$ cat src/rtl/mem_arbiter.sv
// mem_arbiter: two-requester round-robin arbiter and access sequencer for a
// single-port 256x8 memory (write on rising clk, combinational read).
//
// Ports:
//   clk, rst                 clock (rising edge), synchronous active-high reset
//   reqN/weN/addrN/wdataN    requester N access (held until ackN), N = 0, 1
//   ackN                     one-cycle completion pulse to requester N
//   rdataN                   read data for requester N, valid with ackN
//   mem_addr/mem_in/mem_write  memory drive, non-zero only during ACCESS
//   mem_out                  memory combinational read data
//   gnt_cnt0/gnt_cnt1        saturating 16-bit grant counters, present only
//                            when MEM_ARB_STATS_EN is defined
//
// Optional feature macro: MEM_ARB_STATS_EN

module mem_arbiter #(
  parameter int unsigned AW = 8,
  parameter int unsigned DW = 8
) (
  input  logic          clk,
  input  logic          rst,
  input  logic          req0,
  input  logic          we0,
  input  logic [AW-1:0] addr0,
  input  logic [DW-1:0] wdata0,
  output logic          ack0,
  output logic [DW-1:0] rdata0,
  input  logic          req1,
  input  logic          we1,
  input  logic [AW-1:0] addr1,
  input  logic [DW-1:0] wdata1,
  output logic          ack1,
  output logic [DW-1:0] rdata1,
  output logic [AW-1:0] mem_addr,
  output logic [DW-1:0] mem_in,
  output logic          mem_write,
  input  logic [DW-1:0] mem_out
`ifdef MEM_ARB_STATS_EN
  ,
  output logic [15:0]   gnt_cnt0,
  output logic [15:0]   gnt_cnt1
`endif
);

  typedef enum logic {
    S_IDLE   = 1'b0,
    S_ACCESS = 1'b1
  } state_t;

  state_t        state_q, state_d;
  logic          last_q, last_d;     // id of the most recent grant
  logic          id_q, id_d;         // granted requester for the ACCESS cycle
  logic          we_q, we_d;
  logic [AW-1:0] addr_q, addr_d;
  logic [DW-1:0] wdata_q, wdata_d;
  logic          ack0_q, ack0_d;
  logic          ack1_q, ack1_d;
  logic [DW-1:0] rdata0_q, rdata0_d;
  logic [DW-1:0] rdata1_q, rdata1_d;

  logic          elig0, elig1;
  logic          grant_v;
  logic          grant_id;

`ifdef MEM_ARB_STATS_EN
  logic [15:0]   gnt_cnt0_q, gnt_cnt0_d;
  logic [15:0]   gnt_cnt1_q, gnt_cnt1_d;
`endif

  always_comb begin
    state_d  = state_q;
    last_d   = last_q;
    id_d     = id_q;
    we_d     = we_q;
    addr_d   = addr_q;
    wdata_d  = wdata_q;
    ack0_d   = 1'b0;
    ack1_d   = 1'b0;
    rdata0_d = rdata0_q;
    rdata1_d = rdata1_q;
    grant_v  = 1'b0;
    grant_id = 1'b0;

    // A requester is masked during its own ack cycle so a late req drop
    // cannot cause a second grant.
    elig0 = req0 & ~ack0_q;
    elig1 = req1 & ~ack1_q;

    case (state_q)
      S_IDLE: begin
        if (elig0 || elig1) begin
          grant_v  = 1'b1;
          // On a tie the requester that was not granted last wins.
          grant_id = (elig0 && elig1) ? ~last_q : elig1;
          id_d     = grant_id;
          last_d   = grant_id;
          we_d     = grant_id ? we1    : we0;
          addr_d   = grant_id ? addr1  : addr0;
          wdata_d  = grant_id ? wdata1 : wdata0;
          state_d  = S_ACCESS;
        end
      end
      S_ACCESS: begin
        state_d = S_IDLE;
        if (id_q) begin
          ack1_d = 1'b1;
          if (!we_q) rdata1_d = mem_out;
        end else begin
          ack0_d = 1'b1;
          if (!we_q) rdata0_d = mem_out;
        end
      end
      default: state_d = S_IDLE;
    endcase
  end

`ifdef MEM_ARB_STATS_EN
  always_comb begin
    gnt_cnt0_d = gnt_cnt0_q;
    gnt_cnt1_d = gnt_cnt1_q;
    if (grant_v && !grant_id && gnt_cnt0_q != '1) gnt_cnt0_d = gnt_cnt0_q + 16'd1;
    if (grant_v &&  grant_id && gnt_cnt1_q != '1) gnt_cnt1_d = gnt_cnt1_q + 16'd1;
  end
`endif

  always_ff @(posedge clk) begin
    if (rst) begin
      state_q    <= S_IDLE;
      last_q     <= 1'b1;
      id_q       <= 1'b0;
      we_q       <= 1'b0;
      addr_q     <= '0;
      wdata_q    <= '0;
      ack0_q     <= 1'b0;
      ack1_q     <= 1'b0;
      rdata0_q   <= '0;
      rdata1_q   <= '0;
`ifdef MEM_ARB_STATS_EN
      gnt_cnt0_q <= '0;
      gnt_cnt1_q <= '0;
`endif
    end else begin
      state_q    <= state_d;
      last_q     <= last_d;
      id_q       <= id_d;
      we_q       <= we_d;
      addr_q     <= addr_d;
      wdata_q    <= wdata_d;
      ack0_q     <= ack0_d;
      ack1_q     <= ack1_d;
      rdata0_q   <= rdata0_d;
      rdata1_q   <= rdata1_d;
`ifdef MEM_ARB_STATS_EN
      gnt_cnt0_q <= gnt_cnt0_d;
      gnt_cnt1_q <= gnt_cnt1_d;
`endif
    end
  end

  // The memory bus is idle-zero outside ACCESS; rst gates the write so an
  // access interrupted by reset never reaches the array.
  always_comb begin
    mem_addr  = '0;
    mem_in    = '0;
    mem_write = 1'b0;
    if (state_q == S_ACCESS) begin
      mem_addr  = addr_q;
      mem_in    = wdata_q;
      mem_write = we_q & ~rst;
    end
  end

  assign ack0   = ack0_q;
  assign ack1   = ack1_q;
  assign rdata0 = rdata0_q;
  assign rdata1 = rdata1_q;

`ifdef MEM_ARB_STATS_EN
  assign gnt_cnt0 = gnt_cnt0_q;
  assign gnt_cnt1 = gnt_cnt1_q;
`endif

endmodule

$ cat config.mk
export PLATFORM = sky130hd
export DESIGN_NAME = mem_arbiter
export DESIGN_NICKNAME = d
export VERILOG_FILES = /design/src/rtl/mem_arbiter.sv
export SDC_FILE = /design/constraint.sdc
export NUM_CORES = 1
export LEC_CHECK = 0
export ABC_AREA = 1
export BUFFER_PORTS_ARGS = -buffer_cell sky130_fd_sc_hd__buf_2
export CORE_UTILIZATION = 40
export DETAILED_ROUTE_END_ITERATION = 7
export PLACE_DENSITY = 0.77
export SLEW_MARGIN = 20
export SYNTH_ARGS = -nofsm -noshare
export SYNTH_HDL_FRONTEND = slang
export SYNTH_SLANG_ARGS = --single-unit
$ cat constraint.sdc
create_clock -name clk -period 3.07 [get_ports clk]
set_input_delay 0.614 -clock clk [delete_from_list [all_inputs] [get_ports clk]]
set_output_delay 0.614 -clock clk [all_outputs]
set_load 0.01 [all_outputs]
-- After elaboration in Yosys (flattened, before gate mapping)
Index checks and enable logic that the tools add are counted.
- multiplexer cells: 11
- bitwise gates (word level): 10
- reductions and logical operators: 6
- operator list (operator ; count):
    2-to-1 mux 8 bit ; 4
    inverter 1 bit ; 7
    2-to-1 mux 1 bit ; 6
    AND reduction 3 bit ; 2
    AND 1 bit ; 3
    one-hot mux 1 bit (2 select lines) ; 1
    AND reduction 2 bit ; 1
    OR reduction 2 bit ; 1
    logical AND 1 bit ; 1
    logical OR 1 bit ; 1
- register bits after elaboration: 38
- input bits: 46
- output and inout bits: 35
- word-level logic and storage cells: 37

-- Logic depth before layout (Yosys ltp)
- depth after elaboration: 5
- gate-level depth with buffers: 8
- mapped depth without buffers: 7

-- Worst setup path before layout
No wires, ideal clock.
- path kind: input -> output
- start: in rst
- end: out mem_write
- arrival: 1172 ps
- required time: 2456 ps
- slack: 1284 ps
- stages: 4
- path buffers: 1
- path through: inv_1 > buf_2 > nand2_1 > nor2_1
- cells in the longest elaborated chain, start to end: 3
- RTL lines (element ; line ; source):
    start: declaration ; 21 ; input logic rst,
    inverter 1 bit ; 169 ; mem_write = we_q & ~rst;
    AND 1 bit ; 169 ;
    2-to-1 mux 1 bit ; 166 ; if (state_q == S_ACCESS) begin
    end: declaration ; 36 ; output logic mem_write,
No other way between the ends.

-- Worst setup path after layout
- start: reg state_q
- end: out mem_write
- cells in the longest elaborated chain, start to end: 1
- RTL lines (element ; line ; source):
    start: declaration ; 50 ; state_t state_q, state_d;
    start signal: assignment ; 143 ; state_q <= state_d;
    2-to-1 mux 1 bit ; 166 ;
No other way between the ends.

==> metrics <==
Synth Area in Compound Gates between 10% and 20%; die span in x 70.8 microns; Num CTS Buffers 5; pwr/cell area slightly above 500 nW/um^2; CTS tree yes; Post-CTS Hold Fix Bufs 0; CP Cell Sequence nand2_1, nor2_1, buf_2; register area share after synthesis 40.2%; worst-skew pair later-pin latency approximately 0.29 ns; GPL Wtd Cong 0.768; Worst path slowest cell dfxtp_1; P_leak ~1.4 nW; DR vias/cell roughly 4.5; Synth Area per Inst about 6.4 sq um; Period minus WS final 2.19 ns; Final HPWL DP about 2800 microns; initial antenna violation count 0; Initial Utilization between 40% and 50%; GRT Resource Usage Total approximately 17%; syn nets between 300 and 400; max-cap viol count 0; worst setup margin between 0.8 and 0.9 ns; mux contribution to synthesized area 0%; vias in the first global route around 1,600; crit-path max cell delay 0.83 ns; total gr overflow 0; Synth Area in Adders 0%; Synth top area share between 40% and 50%; post-CTS sizing 0; worst slew pin tran between 0.7 and 0.8 ns; crit path from state_q; root buffer cell clkbuf_8; setup slack after placement approximately 1.2 ns; total die area ~5000 sq um; Cells after Synth approximately 300; setup TNS 0 ns; Setup crit start kind flip-flop; post-CTS setup buffer count 0; Total Power approximately 1.2 mW; I/O Pins slightly above 80; XOR/XNOR Fraction of Synth Area 0%; Layout area overhead 26.9%; first-pass GRT wire length 6870 microns; crit path capture type output port; placed cells slightly above 400; Rel. slew slack approximately half; Post-Layout Cell Count 420; Yosys warnings 0; CP Class flip-flop to output port; final net count a little over 400; Clock Pin Slew Worst Setup and Hold Paths approximately 0.080 ns; Remaining DRCs 0; family with the most delay on the worst path flip-flops; crit-path max FO 21; commonest non-fill, non-tap cells in the layout buf_2 (80), nand2_1 (73), inv_1 (53); Post-Syn Area between 1500 and 2000 sq um; unrepaired setup endpoints after global routing no; pin count of the biggest net entering global routing 36; largest family of logic cells by synthesized area simple AND/OR/NAND/NOR gates; Fmax approximately 460 MHz; Initial DRT Pass Iterations 6; commonest non-fill, non-tap cell in the layout buf_2; DRT Wirelength about 4100 microns; Buf+Inv Stages, Crit Path 1; Hold Path Origin rdata0[5]; Final Max Tran Viols 0; layout cells sized above 1 between 20 and 30%; clk sinks 38; R2R Path Start state_q; maximum clock path buffer count 2; status finished clean; simple-gate share of the synthesized area approximately 28%; core area 4440 sq um; htree depth 2; # rows 24; Area contributors post-synth dfxtp_1 (40%), nand2_1 (14%), inv_1 (11%); Initial DRC Count 70; maximum vdd drop between 0.00015 and 0.0002 V; Detail Route Antenna Nets 0; Req. time, crit path between 2 and 2.5 ns; cell accounting for the most synthesized area dfxtp_1; Final period util between 70% and 80%; final setup fails 0; wire per inst between 9 and 10 microns; clock skew around 0.0041 ns; Chip Height approximately 71 microns; Netlist cell types 16; Hold Fails Final Rpt 0; CP arrival 1.57 ns; ANT cells 0; Synth Register Bits 38; vias between 1,500 and 2,000; I/O Buffers 80; HP Class flip-flop to flip-flop
[tightest hold or removal path, stage by stage, from the launching register on]
cell and delay, ns:
dfxtp_1 0.31, inv_1 0.04, a21oi_1 0.05
[per-layer routing]
layer  vias up  track usage [%]  part of all wire, %
li1       1035                -                    -
met1       766             19.9                   49
met2        62             30.0                   43
met3         6             4.99                  6.5
met4         0             6.67                  1.4
met5         -                0                    0
[cell usage after synthesis, drive strengths merged]
library cell and count:
nor2 38, clkbuf 3, inv 55, a21boi 17
o21ai 16, nand2 74, nand3 22, buf 13
dfxtp 38, a21oi 18
[worst paths after layout]
check              endpoint  slack [ns]  cells after the start
hold / removal    rdata0[5]        0.44                      2
setup reg to reg  rdata1[4]        1.18                      3
setup / recovery  mem_write        0.88                      3
hold reg to reg   rdata0[5]        0.44                      2
[area by class of cell]
| cell class | instances | area, sq um |
|---|---|---|
| Sequential cell | 38 | 761 |
| Timing Repair Buffer | 82 | 415 |
| Inverter | 55 | 206 |
| Multi-Input combinational cell | 185 | 842 |
| Clock buffer | 5 | 68.8 |
| Clock inverter | 3 | 45.0 |
| Tap cell | 52 | 65.1 |
| Fill cell | 458 | 2040 |
[report_power, final]
group	internal (mW)	leakage (nW)	switching, mW
Sequential	0.536	0.313	0.0266
Combinational	0.0972	0.997	0.140
Clock	0.242	0.0504	0.187
Total	0.875	1.36	0.353
[stage by stage]
stage,util [%],cell area (sq um),hold slack [ns]
CTS,54.1,2400,0.444
global placement,51.5,2290,0.430
detailed placement,51.5,2290,0.432
finish,54.1,2400,0.443
floorplan,-,1890,0.426
global route,54.1,2400,0.465
[sequential cells by signal, indices dropped and copies added (netlist names)]
name     count
ack0         1
addr_q       8
rdata0       8
state_q      1
we_q         1
id_q         1
last_q       1
ack1         1
wdata_q      8
rdata1       8
[cells by family (layout without fill, tap and decap cells)]
logic type,count (synthesis),after routing
flops,38,38
buf+inv,71,145
compound gates,51,51
simple gates,134,134
(Power assumes the default switching activity.)
